<file path="config.mk">
export PLATFORM = sky130hd
export DESIGN_NAME = key_debounce_multi
export DESIGN_NICKNAME = d
export VERILOG_FILES = /design/src/rtl/key_debounce_multi.sv
export SDC_FILE = /design/constraint.sdc
export NUM_CORES = 1
export LEC_CHECK = 0
export ABC_AREA = 1
export BUFFER_PORTS_ARGS = -buffer_cell sky130_fd_sc_hd__buf_2
export CAP_MARGIN = 15
export CELL_PAD_IN_SITES_DETAIL_PLACEMENT = 0
export CELL_PAD_IN_SITES_GLOBAL_PLACEMENT = 1
export CORE_MARGIN = 1.5
export CORE_UTILIZATION = 47
export DETAILED_ROUTE_END_ITERATION = 10
export PLACE_DENSITY_LB_ADDON = 0.1
export SLEW_MARGIN = 20
export SYNTH_ARGS = -nofsm -noshare
export SYNTH_HDL_FRONTEND = slang
export SYNTH_SLANG_ARGS = --single-unit
</file>
<file path="constraint.sdc">
create_clock -name clk -period 1.84 [get_ports clk]
set_input_delay 0.46 -clock clk [delete_from_list [all_inputs] [get_ports clk]]
set_output_delay 0.46 -clock clk [all_outputs]
set_load 0.005 [all_outputs]
</file>
<file path="src/rtl/key_debounce_multi.sv">
// N-channel key debouncer: 2-FF synchroniser, stable-level counter, debounced level and press/release pulses.
// Optional auto-repeat pulses are built only when the macro KEY_REPEAT_EN is defined.
module key_debounce_multi #(
    parameter int NUM_KEYS        = 4,
    parameter int DEBOUNCE_CYCLES = 1000,
    parameter bit ACTIVE_LOW      = 1'b1,
    parameter int REPEAT_DELAY    = 50000,
    parameter int REPEAT_PERIOD   = 10000
) (
    input  logic                clk,
    input  logic                rst,
    input  logic [NUM_KEYS-1:0] key,
    output logic [NUM_KEYS-1:0] key_state,
    output logic [NUM_KEYS-1:0] key_press,
    output logic [NUM_KEYS-1:0] key_release,
    output logic [NUM_KEYS-1:0] key_repeat,
    output logic                key_any
);

    localparam int                CNT_W   = $clog2(DEBOUNCE_CYCLES);
    localparam logic [CNT_W-1:0]  CNT_MAX = CNT_W'(DEBOUNCE_CYCLES - 1);
    localparam logic              REL_LVL = ACTIVE_LOW ? 1'b1 : 1'b0;

    if (NUM_KEYS < 1) begin : g_bad_num_keys
        $error("NUM_KEYS must be at least 1");
    end
    if (DEBOUNCE_CYCLES < 2) begin : g_bad_debounce
        $error("DEBOUNCE_CYCLES must be at least 2");
    end
    if (REPEAT_DELAY < 1 || REPEAT_PERIOD < 1) begin : g_bad_repeat
        $error("REPEAT_DELAY and REPEAT_PERIOD must be at least 1");
    end

    logic [NUM_KEYS-1:0]            sync1_q;
    logic [NUM_KEYS-1:0]            sync2_q;
    logic [NUM_KEYS-1:0]            pressed_s;
    logic [NUM_KEYS-1:0][CNT_W-1:0] cnt_q;
    logic [NUM_KEYS-1:0][CNT_W-1:0] cnt_d;
    logic [NUM_KEYS-1:0]            state_q;
    logic [NUM_KEYS-1:0]            state_d;
    logic [NUM_KEYS-1:0]            press_q;
    logic [NUM_KEYS-1:0]            press_d;
    logic [NUM_KEYS-1:0]            release_q;
    logic [NUM_KEYS-1:0]            release_d;
    logic [NUM_KEYS-1:0]            accept;
    logic                           any_q;

    // Normalise synchronised level so that 1 always means pressed
    assign pressed_s = ACTIVE_LOW ? ~sync2_q : sync2_q;

    always_comb begin
        cnt_d     = '0;
        state_d   = state_q;
        press_d   = '0;
        release_d = '0;
        accept    = '0;
        for (int i = 0; i < NUM_KEYS; i++) begin
            if (pressed_s[i] != state_q[i]) begin
                if (cnt_q[i] == CNT_MAX) begin
                    accept[i]    = 1'b1;
                    state_d[i]   = pressed_s[i];
                    press_d[i]   = pressed_s[i];
                    release_d[i] = ~pressed_s[i];
                end else begin
                    cnt_d[i] = cnt_q[i] + 1'b1;
                end
            end
        end
    end

    always_ff @(posedge clk) begin
        if (rst) begin
            sync1_q   <= {NUM_KEYS{REL_LVL}};
            sync2_q   <= {NUM_KEYS{REL_LVL}};
            cnt_q     <= '0;
            state_q   <= '0;
            press_q   <= '0;
            release_q <= '0;
            any_q     <= 1'b0;
        end else begin
            sync1_q   <= key;
            sync2_q   <= sync1_q;
            cnt_q     <= cnt_d;
            state_q   <= state_d;
            press_q   <= press_d;
            release_q <= release_d;
            any_q     <= |state_d;
        end
    end

    assign key_state   = state_q;
    assign key_press   = press_q;
    assign key_release = release_q;
    assign key_any     = any_q;

`ifdef KEY_REPEAT_EN
    localparam int                RMAX    = (REPEAT_DELAY > REPEAT_PERIOD) ? REPEAT_DELAY : REPEAT_PERIOD;
    localparam int                RCNT_W  = $clog2(RMAX + 1);
    localparam logic [RCNT_W-1:0] RD_LAST = RCNT_W'(REPEAT_DELAY - 1);
    localparam logic [RCNT_W-1:0] RP_LAST = RCNT_W'(REPEAT_PERIOD - 1);

    logic [NUM_KEYS-1:0][RCNT_W-1:0] rcnt_q;
    logic [NUM_KEYS-1:0][RCNT_W-1:0] rcnt_d;
    logic [NUM_KEYS-1:0]             rstarted_q;
    logic [NUM_KEYS-1:0]             rstarted_d;
    logic [NUM_KEYS-1:0]             repeat_q;
    logic [NUM_KEYS-1:0]             repeat_d;

    // Count only while held and not releasing; the first interval uses the delay, later ones the period
    always_comb begin
        rcnt_d     = '0;
        rstarted_d = '0;
        repeat_d   = '0;
        for (int i = 0; i < NUM_KEYS; i++) begin
            if (state_q[i] && !accept[i]) begin
                rstarted_d[i] = rstarted_q[i];
                if (rcnt_q[i] == (rstarted_q[i] ? RP_LAST : RD_LAST)) begin
                    repeat_d[i]   = 1'b1;
                    rstarted_d[i] = 1'b1;
                end else begin
                    rcnt_d[i] = rcnt_q[i] + 1'b1;
                end
            end
        end
    end

    always_ff @(posedge clk) begin
        if (rst) begin
            rcnt_q     <= '0;
            rstarted_q <= '0;
            repeat_q   <= '0;
        end else begin
            rcnt_q     <= rcnt_d;
            rstarted_q <= rstarted_d;
            repeat_q   <= repeat_d;
        end
    end

    assign key_repeat = repeat_q;
`else
    assign key_repeat = '0;
`endif

endmodule
</file>
==> impl_metrics.ini, run 1 <==
[worst_hold_path]
hold_path.class = in2reg
worstHoldPathCells = 2

[synth]
ys.flop_type = dfxtp_1
synth_cells = 322
ys_top_cells_by_area = dfxtp_1 47%, nor2_1 7.2%, nand2_1 6.6%, inv_1 4.7%, nand3_1 3.2%
synth-seq-cells = 61
synth_cell_types = 38
ys.warnings.count = 0
async_flop_share = 0
synth_top_area_cell = dfxtp_1
postSynthAreaPerCell_um2 = 8.14
synth-seq-area-share = 0.466
synth_edf_count = 0
syn_area_um2 = 2620
synth.top_cell.area_share = 0.466

[drt]
routed_via_density = 4.64
wl_per_cell_um = 10.2
drc_errors = 0
totalWireLength_um = 4330
ant_nets = 0
drt_iter0_markers = 66
via_count = 1977
firstDrtPassIters = 4

[cells_and_area]
area_delta_synth_final_pct = 13.4
diodes = 0
final_nets = 359
drive_gt1_frac = 0.223

[critical_path]
timing.rr.end = cnt_q[7]
r2r_cells = 7
crit_slowest_cell = dfxtp_1
max_stage_delay_ps = 350
end_kind = flip-flop
arrival_ps = 1620
path_cells = ha_1 -> nand2_1 -> nor2_1 -> nand3_2 -> nand3_2 -> o21bai_1 -> nor2_1
crit_start = cnt_q[0]
crit_fanout = 10
timing.rr.start = cnt_q[0]
worstPathRequired_ps = 2060
reg2reg_slack_ps = 440
critical_path_class = reg2reg
cp-start-kind = flip-flop
crit_end = cnt_q[7]

[floorplan]
coreArea_um2 = 5440
ios = 23
die_h_um = 77.7
fp-row-count = 27
initial_core_util = 0.482
die_w_um = 77.7
dieArea_um2 = 6030

[sta]
slew_viol_final = 0
fmax_ghz = 0.714
final-setup-viol-count = 0
timing.final.crit_share = 0.761
fin_setup_tns_ps = 0
fin_skew_ps = 7.86
period_needed_ps = 1400
hold_violations = 0
rsz0062_at_grt = no

[pwr]
fin_total_pwr_mw = 2.50
ir_drop_mv = 0.455
p_leak_nw = 1.09
p_per_area_nw_per_um2 = 843

[grt]
grt_usage = 0.165
grt_pass1_vias = 1825
antenna_found_initial = 0
grt_remaining_overflow = 0
grt_max_degree = 11
grt_pass1_wl_um = 7760

[clock_network]
cts_root_buffer = clkbuf_8
cts_setup_buffers = 0
cts_tree = built
numCtsBuffers = 9
clock_latency_ps = 330
cts_hold_buf = 0
htreeDepth = 3
clock_sinks = 61
cts_resized = 0
clock_path_buffers = 2
clk_pin_slew_ps = 60

[placement]
io_buffer_count = 18
post-dp-hpwl_um = 3240
place.gp.congestion = 0.745

[outcome]
outcome = completed

[job]
maxCapViolations = 0
[power by group]
part	switching [mW]	leakage, nW	internal, mW
combinational	0.0256	0.500	0.0179
clock	0.491	0.101	0.631
sequential	0.00754	0.493	1.33
[cell usage in the layout, fill, tap and decap left out, types with 2 or more instances in the layout]
cell | Yosys | layout
dfxtp_1 | 61 | 61
nor2_1 | 50 | 50
nand2_1 | 46 | 46
inv_1 | 33 | 33
buf_2 | 0 | 18
nand3_1 | 17 | 17
a21oi_1 | 14 | 14
clkbuf_8 | 0 | 13
nor3_1 | 12 | 12
or2_2 | 9 | 9
nor2_2 | 8 | 8
nand4_1 | 8 | 8
xor2_1 | 7 | 7
nand2_2 | 6 | 6
nand3_2 | 4 | 4
nor3b_1 | 4 | 4
ha_1 | 4 | 4
conb_1 | 1 | 4
xnor2_1 | 3 | 3
o21ai_0 | 3 | 3
nor3_2 | 3 | 3
inv_2 | 3 | 3
nor4_1 | 3 | 3
nor3_4 | 2 | 2
nor2_4 | 2 | 2
a21oi_2 | 2 | 2
clkinv_2 | 0 | 2
[kinds of logic (layout without fill, tap and decap cells)]
logic type,after synthesis,count (layout),synth area share
xor gates and xnor gates,10,10,0.0334
AOI/OAI and AO/OA,24,24,0.0554
and+or+nand+nor,179,179,0.352
DFF,61,61,0.466
buffers and inverters,43,72,0.0721
other,1,4,0.00143
adders and majority gates,4,4,0.0191
[Yosys cell counts (4+ instances only)]
master / count
nand4_1: 8
nand2_2: 6
xor2_1: 7
or2_2: 9
a21oi_1: 14
nand3_1: 17
nand2_1: 46
nand3_2: 4
inv_1: 33
ha_1: 4
nor3b_1: 4
buf_4: 4
nor2_2: 8
nor2_1: 50
dfxtp_1: 61
nor3_1: 12
[area by class of cell]
type	count	area, um2
fill	544	2470
timing repair buffer	19	97.6
sequential	61	1220
multi-input combinational	221	1220
tap	72	90.1
clock buffer	13	179
inverter	37	144
clock inverter	3	17.5
[sequential cells by signal (all words and copies together), names as in the netlist]
register	cells
key_press	4
sync2_q	4
key_any	1
key_release	4
key_state	4
sync1_q	4
cnt_q	40
[worst min-delay path by stage]
stage / start / to / slack (ps)
global placement: sync1_q[1] / sync2_q[1] / 390
detailed placement: sync1_q[3] / sync2_q[3] / 400
CTS: key[3] / sync1_q[3] / 300
finish: key[3] / sync1_q[3] / 320
floorplan: sync1_q[0] / sync2_q[0] / 390
global route: key[3] / sync1_q[3] / 290
[per-layer routing]
metal / GRT usage / wire [um] / vias up / share of wire
met4: 0.0818 / 48 / 0 / 0.011
met3: 0.0529 / 112 / 4 / 0.026
met2: 0.257 / 1900 / 22 / 0.44
li1: - / - / 1084 / -
met5: 0 / 0 / - / 0
met1: 0.204 / 2270 / 867 / 0.52
[per-stage QoR]
step	util	cells	setup slack [ps]	cell area [um2]	hold WS (ps)
final	0.546	426	440	2970	316
after global routing	0.546	426	247	2970	292
after CTS	0.546	426	433	2970	298
after detailed placement	0.510	410	434	2770	397
after global placement	0.510	410	448	2770	391
after floorplan	-	325	602	2630	389
[worst max-delay path: cells and delay by family, from the launching register on]
family / cells / cell delay (ps)
AND/OR/NAND/NOR: 5 / 630
AO/OA/AOI/OAI: 1 / 150
flip-flops: 1 / 350
adder cells (fa/ha/maj): 1 / 180
No activity file was read; power rests on OpenSTA's default activity.
==> run 2, diff against run 1 <==
- CORE_UTILIZATION: 47 -> 44
- clock period: 1.84 -> 1.4 ns (I/O delays scaled with it)
==> run 2 against run 1 <==
  * Combinational power up 66%
  * Sequential share of layout area fell by 1.5 points
  * Count of clock-buffer cells in the layout rose by 2
  * Die area increased by 6.6%
  * Critical endpoint is now cnt_q[22]
  * Clock power increased by 22%
  * Clock skew shrank 1.6 ps
  * Cell area increased by 4.0%
  * Final cell count up 1.9%
  * Global-route usage shrank 0.19 points
  * Largest cell class is now multi-input gates
  * Register-to-register slack lost 350 ps
  * Critical path depth is the same
==> impl_metrics.ini, run 2 (synthesis results as in run 1) <==
[drt]
totalWireLength_um = 4620
drc_errors = 0
firstDrtPassIters = 4
ant_nets = 0
drt_iter0_markers = 58
wl_per_cell_um = 10.6
routed_via_density = 4.71
via_count = 2042

[cells_and_area]
diodes = 0
final_nets = 367
top_register = cnt_q
fin_util = 0.548
final_common_cell = dfxtp_1
final_cell_mix = 58 x dfxtp_1, 45 x nor2_1, 45 x nand2_1
largest_reg_flops = 40
area_delta_synth_final_pct = 18.0
drive_gt1_frac = 0.271

[grt]
grt_max_degree = 11
grt_pass1_wl_um = 7890
grt_usage = 0.163
antenna_found_initial = 0
grt_pass1_vias = 1888
grt_remaining_overflow = 0

[critical_path]
critical_path_class = reg2reg
end_kind = flip-flop
cp-start-kind = flip-flop
crit_fanout = 7
arrival_ps = 1580
worstPathRequired_ps = 1660

[floorplan]
initial_core_util = 0.464
fp-row-count = 27
ios = 23
die_w_um = 80.2
coreArea_um2 = 5640
die_h_um = 80.2
dieArea_um2 = 6430

[placement]
pre_cts_slack_ps = 26.6
place.gp.congestion = 0.757
io_buffer_count = 18
post-dp-hpwl_um = 3300

[pwr]
ir_drop_mv = 0.717
p_leak_nw = 1.16
p_per_area_nw_per_um2 = 1040

[outcome]
outcome = completed

[clock_network]
clock_latency_ps = 340
clock_path_buffers = 2
cts_tree = built
clk_pin_slew_ps = 60
cts_root_buffer = clkbuf_8
clock_sinks = 61
htreeDepth = 3
numCtsBuffers = 9

[sta]
hold_ws_ps = 189
slew_viol_final = 0
finalWorstSetupSlack_ps = 87.9
final-setup-viol-count = 0
hold_violations = 0
fin_setup_tns_ps = 0
period_needed_ps = 1310
timing.final.crit_share = 0.937
fmax_ghz = 0.762
rsz0062_at_grt = yes
fin_skew_ps = 6.27

[worst_hold_path]
hold_path.class = in2reg

[job]
maxCapViolations = 0
==> run 2: cell count changes in the layout (fill, tap and decap cells not counted), sizes merged <==
cell      change
buf           +8
clkbuf        +2
clkinv        -1
clkinvlp      -1
==> run 2: critical path: stages, from the launching register on <==
cell     delay, ps
dfxtp_1        320
ha_1           210
nand2_1        160
nor2_2          60
nand3_2        100
nand3_4        120
buf_12         170
nor3_1         110
==> run 2: area by class of cell <==
type	instances	area, um2
timing repair buffer	27	183
clock inverter	1	5.00
clock buffer	15	166
multi-input combinational	221	1280
inverter	37	144
sequential	61	1220
fill	533	2550
tap	72	90.1
==> run 2: where the power goes <==
part           internal (mW)  total, mW  switching, mW
registers               1.75       1.76         0.0103
logic                 0.0336     0.0720         0.0384
clock network          0.739       1.37          0.634
total                   2.52       3.21          0.682
==> run 2: final timing paths <==
path / from / slack [ps] / endpoint / cells past startpoint
setup reg to reg: cnt_q[20] / 90 / cnt_q[22] / 7
hold / removal: key[1] / 190 / sync1_q[1] / 2
setup / recovery: cnt_q[20] / 90 / cnt_q[22] / 7
hold reg to reg: sync1_q[0] / 410 / sync2_q[0] / 1
==> run 2: routing by layer <==
metal | wire, um | share of wire | GRT usage
met1 | 2250 | 0.49 | 0.194
met2 | 2080 | 0.45 | 0.248
met3 | 200 | 0.043 | 0.0773
met4 | 91 | 0.020 | 0.0741
met5 | 0 | 0 | 0
==> run 2: stage by stage <==
stage | std cells | total power, mW | instance area [um2]
after floorplan | 325 | 1.85 | 2630
after global placement | 413 | 1.86 | 2800
after detailed placement | 413 | 1.86 | 2800
after CTS | 429 | 3.25 | 2970
after global routing | 434 | 3.36 | 3090
final | 434 | 3.21 | 3090
==> run 2: timing repair <==
item                                    4_1_cts  5_1_grt
hold buffers                                  0        0
setup buffers                                 0        5
endpoints found under the setup margin        0       24
resized for setup                             0       17
